===== src/rtl/seq_shifter.sv =====
// seq_shifter: multi-cycle logical barrel-free shifter, one bit per cycle.
//   clk       - clock, all state updates on rising edge
//   rst_n     - synchronous active-low reset
//   in_valid  - request on a/dir/amt is valid
//   in_ready  - block can accept a request (IDLE only)
//   a         - operand, WIDTH bits
//   dir       - 0 = shift left, 1 = shift right
//   amt       - shift amount, 0..WIDTH-1
//   out_valid - y holds a finished result (DONE only)
//   out_ready - consumer takes y
//   y         - shifted result
//   busy      - state is not IDLE
module seq_shifter #(
   parameter int WIDTH = 8,
   parameter int AW    = 3
) (
   input  logic             clk,
   input  logic             rst_n,
   input  logic             in_valid,
   output logic             in_ready,
   input  logic [WIDTH-1:0] a,
   input  logic             dir,
   input  logic [AW-1:0]    amt,
   output logic             out_valid,
   input  logic             out_ready,
   output logic [WIDTH-1:0] y,
   output logic             busy
);
   typedef enum logic [1:0] {IDLE, SHIFT, DONE} state_t;
   state_t           state_q, state_d;
   logic [WIDTH-1:0] res_q, res_d;
   logic [AW-1:0]    cnt_q, cnt_d;
   logic             dir_q, dir_d;
   logic             in_ready_q, out_valid_q, busy_q;
   always_comb begin
      state_d = state_q;
      res_d   = res_q;
      cnt_d   = cnt_q;
      dir_d   = dir_q;
      case (state_q)
         IDLE: if (in_valid) begin
            res_d   = a;
            dir_d   = dir;
            cnt_d   = amt;
            state_d = (amt == '0) ? DONE : SHIFT;
         end
         SHIFT: begin
            res_d   = dir_q ? (res_q >> 1) : (res_q << 1);
            cnt_d   = cnt_q - 1'b1;
            state_d = (cnt_q == AW'(1)) ? DONE : SHIFT;
         end
         DONE: if (out_ready) state_d = IDLE;
         default: state_d = IDLE;
      endcase
   end
   // Status outputs are registered from the next state so they change
   // on the same edge as the state itself.
   always_ff @(posedge clk) begin
      if (!rst_n) begin
         state_q     <= IDLE;
         res_q       <= '0;
         cnt_q       <= '0;
         dir_q       <= 1'b0;
         in_ready_q  <= 1'b1;
         out_valid_q <= 1'b0;
         busy_q      <= 1'b0;
      end else begin
         state_q     <= state_d;
         res_q       <= res_d;
         cnt_q       <= cnt_d;
         dir_q       <= dir_d;
         in_ready_q  <= state_d == IDLE;
         out_valid_q <= state_d == DONE;
         busy_q      <= state_d != IDLE;
      end
   end
   assign in_ready  = in_ready_q;
   assign out_valid = out_valid_q;
   assign busy      = busy_q;
   assign y         = res_q;
endmodule


===== config.mk =====
export PLATFORM = sky130hd
export DESIGN_NAME = seq_shifter
export DESIGN_NICKNAME = d
export VERILOG_FILES = /design/src/rtl/seq_shifter.sv
export SDC_FILE = /design/constraint.sdc
export NUM_CORES = 1
export LEC_CHECK = 0
export ABC_AREA = 1
export CAP_MARGIN = 20
export CORE_UTILIZATION = 47
export DETAILED_ROUTE_END_ITERATION = 8
export GPL_TIMING_DRIVEN = 0
export PLACE_DENSITY = 0.78
export SYNTH_ARGS = -nofsm -noshare
export SYNTH_HDL_FRONTEND = slang
export SYNTH_SLANG_ARGS = --single-unit

===== constraint.sdc =====
create_clock -name clk -period 1.3 [get_ports clk]
set_clock_uncertainty 0.15 [all_clocks]
set_input_delay 0.325 -clock clk [delete_from_list [all_inputs] [get_ports clk]]
set_output_delay 0.325 -clock clk [all_outputs]
set_load 0.005 [all_outputs]

==> summary.md <==
| Metric | Value |
|---|---|
| YS warnings | 0 |
| DR top layer | met4 |
| Total power | 1450 uW |
| First-pass GRT wire length | 3580 um |
| CTS root buf | clkbuf_4 |
| # IOs | 27 |
| Vias post-DR | 1075 |
| Filler Cell Count | 179 |
| Crit start category | flop |
| Final Setup Violations | 0 |
| Wire length per cell | 10.9 um |
| # rows | 16 |
| Metal-1 WL | 1080 um |
| Largest net degree at the start of global routing | 11 |
| MaxCap Viol Count | 0 |
| Final wirelength | 2440 um |
| Clock sinks | 17 |
| RR Startpoint | cnt_q[1] |
| Starting Density | 50.2% |
| CTS H-tree depth | 1 |
| Critical Path AT | 1290 ps |
| #FFs+latches synth | 17 |
| Cells after Synth | 158 |
| Die footprint | 2280 um2 |
| EDFF count, synth | 0 |
| Post-CTS Hold Buffers | 0 |
| Worst path required time | 1330 ps |
| CP Capture Type | flop |
| DRT iter0 DRCs | 15 |
| Avg Inst Size Synth | 6.23 um2 |
| DRC violations left | 0 |
| Clock transition at the registers of the reported paths | 100 ps |
| CTS tree | built |
| Mapped Area | 985 um2 |
| DP Cell Count | 210 |
| Detail Placement HPWL | 1610 um |
| Placed Area | 1270 um2 |
| DP Worst Slack | -328 ps |
| Top-area cell type share of the netlist area | 34.6% |
| Post-route antenna net violation count | 0 |
| Gpl congestion | 0.788 |
| VDD IR max | 0.000667 V |
| Ranking of synthesized cells by instance count | 51 x nand2_1, 27 x inv_1, 18 x nor2_1 |
| Most frequent cell after synthesis | nand2_1 |
| Post-layout min period | 1260 ps |
| Ranking of synthesized cells by area | dfxtp_1 35%, nand2_1 19%, inv_1 10%, nand3_1 7.1%, nor2_1 6.9% |
| Port Buffers | 25 |
| Total core area | 1960 um2 |
| Synth area leader | dfxtp_1 |
| Vias in the first global route | 900 |
| Antenna diode count | 0 |
| Slew margin rel. | 67.7% |
| First drt pass iteration count | 4 |
| Crit-path max FO | 2 |
| Clk_lat worst skew | 290 ps |
| Worst Setup SP | cnt_q[1] |
| Final Cell Area | 1390 um2 |
| Slew Viols, Final | 0 |
| Leakage | 0.000745 uW |
| Layout cells sized above 1 | 31.1% |
| Status | complete, no violations |
| Worst hold path type | in -> reg |
| HP Start | rst_n |
| Met2 wire len | 1210 um |
| Fin. Hold Viols | 0 |
| Maximum clock rate | 0.791 GHz |
| Die span in x | 47.8 um |
| Congestion Overflow GR | 0 |
| Synth cell types | 17 |
| Antenna violations before repair | 0 |
| Die height | 47.8 um |
| DR WL met3 | 98 um |
| RSZ-0062 raised after global routing | true |
| Final period utilization | 97.3% |
| Area grow syn2layout | 40.7% |
| Final Net Count | 215 |
| Setup CP Type | reg -> reg |
| Worst Hold Slack | 260 ps |
| Register area share after synthesis | 34.6% |
| Cell Pwr Density | 1050 nW/um2 |
| Vias per cell | 4.82 |
| Final non-filler cell total | 223 |
| Setup WS post-layout | 35.0 ps |
| Most used DFF post-synth | dfxtp_1 |
| Least-Margin Pin Slew | 484 ps |
| Max Buffers Root-to-Sink | 2 |
| CTS buffer count | 3 |
| Synth async-reset ratio | 0% |
| Synthesized Nets | 176 |
| GRT Util Overall | 21.8% |
-- worst max-delay path: stages, from the launching register on --
cell     delay [ps]
dfxtp_2         340
inv_2            70
ha_4            140
inv_2            40
nor2_4          120
nand2_1          70
nand2_1          70
nor2_1           40
nand2_1          60
nand2_1          40
-- cell families after synthesis --
| logic type | share of synthesized area, % |
|---|---|
| DFF | 34.6 |
| buffers and inverters | 15.0 |
| adders and majority gates | 2.54 |
| AOI/OAI and AO/OA | 11.6 |
| and+or+nand+nor | 36.3 |
-- registers in the layout, summed over array words and instances (netlist names) --
register	count
out_valid	1
y	8
state_q	2
busy	1
cnt_q	3
in_ready	1
dir_q	1
-- area by class of cell --
cell class / instances / area, um2 / share of cell area (%)
multi-input combinational: 107 / 543 / 39.2
sequential: 17 / 365 / 26.4
timing repair buffer: 33 / 256 / 18.5
inverter: 30 / 118 / 8.49
buffer: 4 / 35.0 / 2.53
tap: 27 / 33.8 / 2.44
clock buffer: 4 / 26.3 / 1.90
timing repair inverter: 1 / 7.51 / 0.542
-- where the power goes --
| part | switching, uW | leakage (uW) | internal, uW |
|---|---|---|---|
| Clock | 174 | 0.0000150 | 119 |
| Sequential | 47.6 | 0.000146 | 591 |
| Combinational | 283 | 0.000584 | 239 |
| Total | 505 | 0.000745 | 949 |
-- worst paths after layout --
kind	slack [ps]	cells past startpoint	end
setup reg to reg	40	9	in_ready
setup / recovery	40	9	in_ready
hold / removal	260	2	in_ready
hold reg to reg	400	2	y[7]
-- routing by layer --
metal,GRT usage (%),vias up
met5,0,-
met4,7.78,0
met3,3.40,9
met2,37.6,32
met1,27.3,482
li1,-,552
-- metrics by stage --
step	util (%)	setup TNS [ps]
floorplan	-	0
global placement	64.7	-4670
detailed placement	64.7	-4940
CTS	67.9	0
global route	70.6	-168
finish	70.6	0
-- repair_timing --
| action | CTS | global route |
|---|---|---|
| gates cloned | 1 | 0 |
| setup endpoints to repair | 16 | 20 |
| buffers inserted | 5 | 3 |
| pin swaps | 0 | 12 |
| gates resized for setup | 45 | 30 |
-- layout by cell type (no fill, tap or decap) --
cell              n
nand2_2           3
buf_6             1
nand3_1          14
dfxtp_4           3
dfxtp_1           3
dfxtp_2          11
buf_8             1
nor2_4            3
ha_4              1
nor2_2            1
buf_2             7
o21ai_4           1
clkbuf_1          2
dlygate4sd2_1     1
a21oi_2           1
clkbuf_4          3
dlymetal6s2s_1    1
clkbuf_2          5
o21ai_2           4
inv_4             2
clkinvlp_4        1
inv_2             4
buf_4             8
nor2_1           15
inv_1            24
o21ai_0           6
a21oi_1           7
nand2_1          49
nand2_4           1
ha_1              1
clkdlybuf4s50_1  12
(Power assumes the default switching activity.)
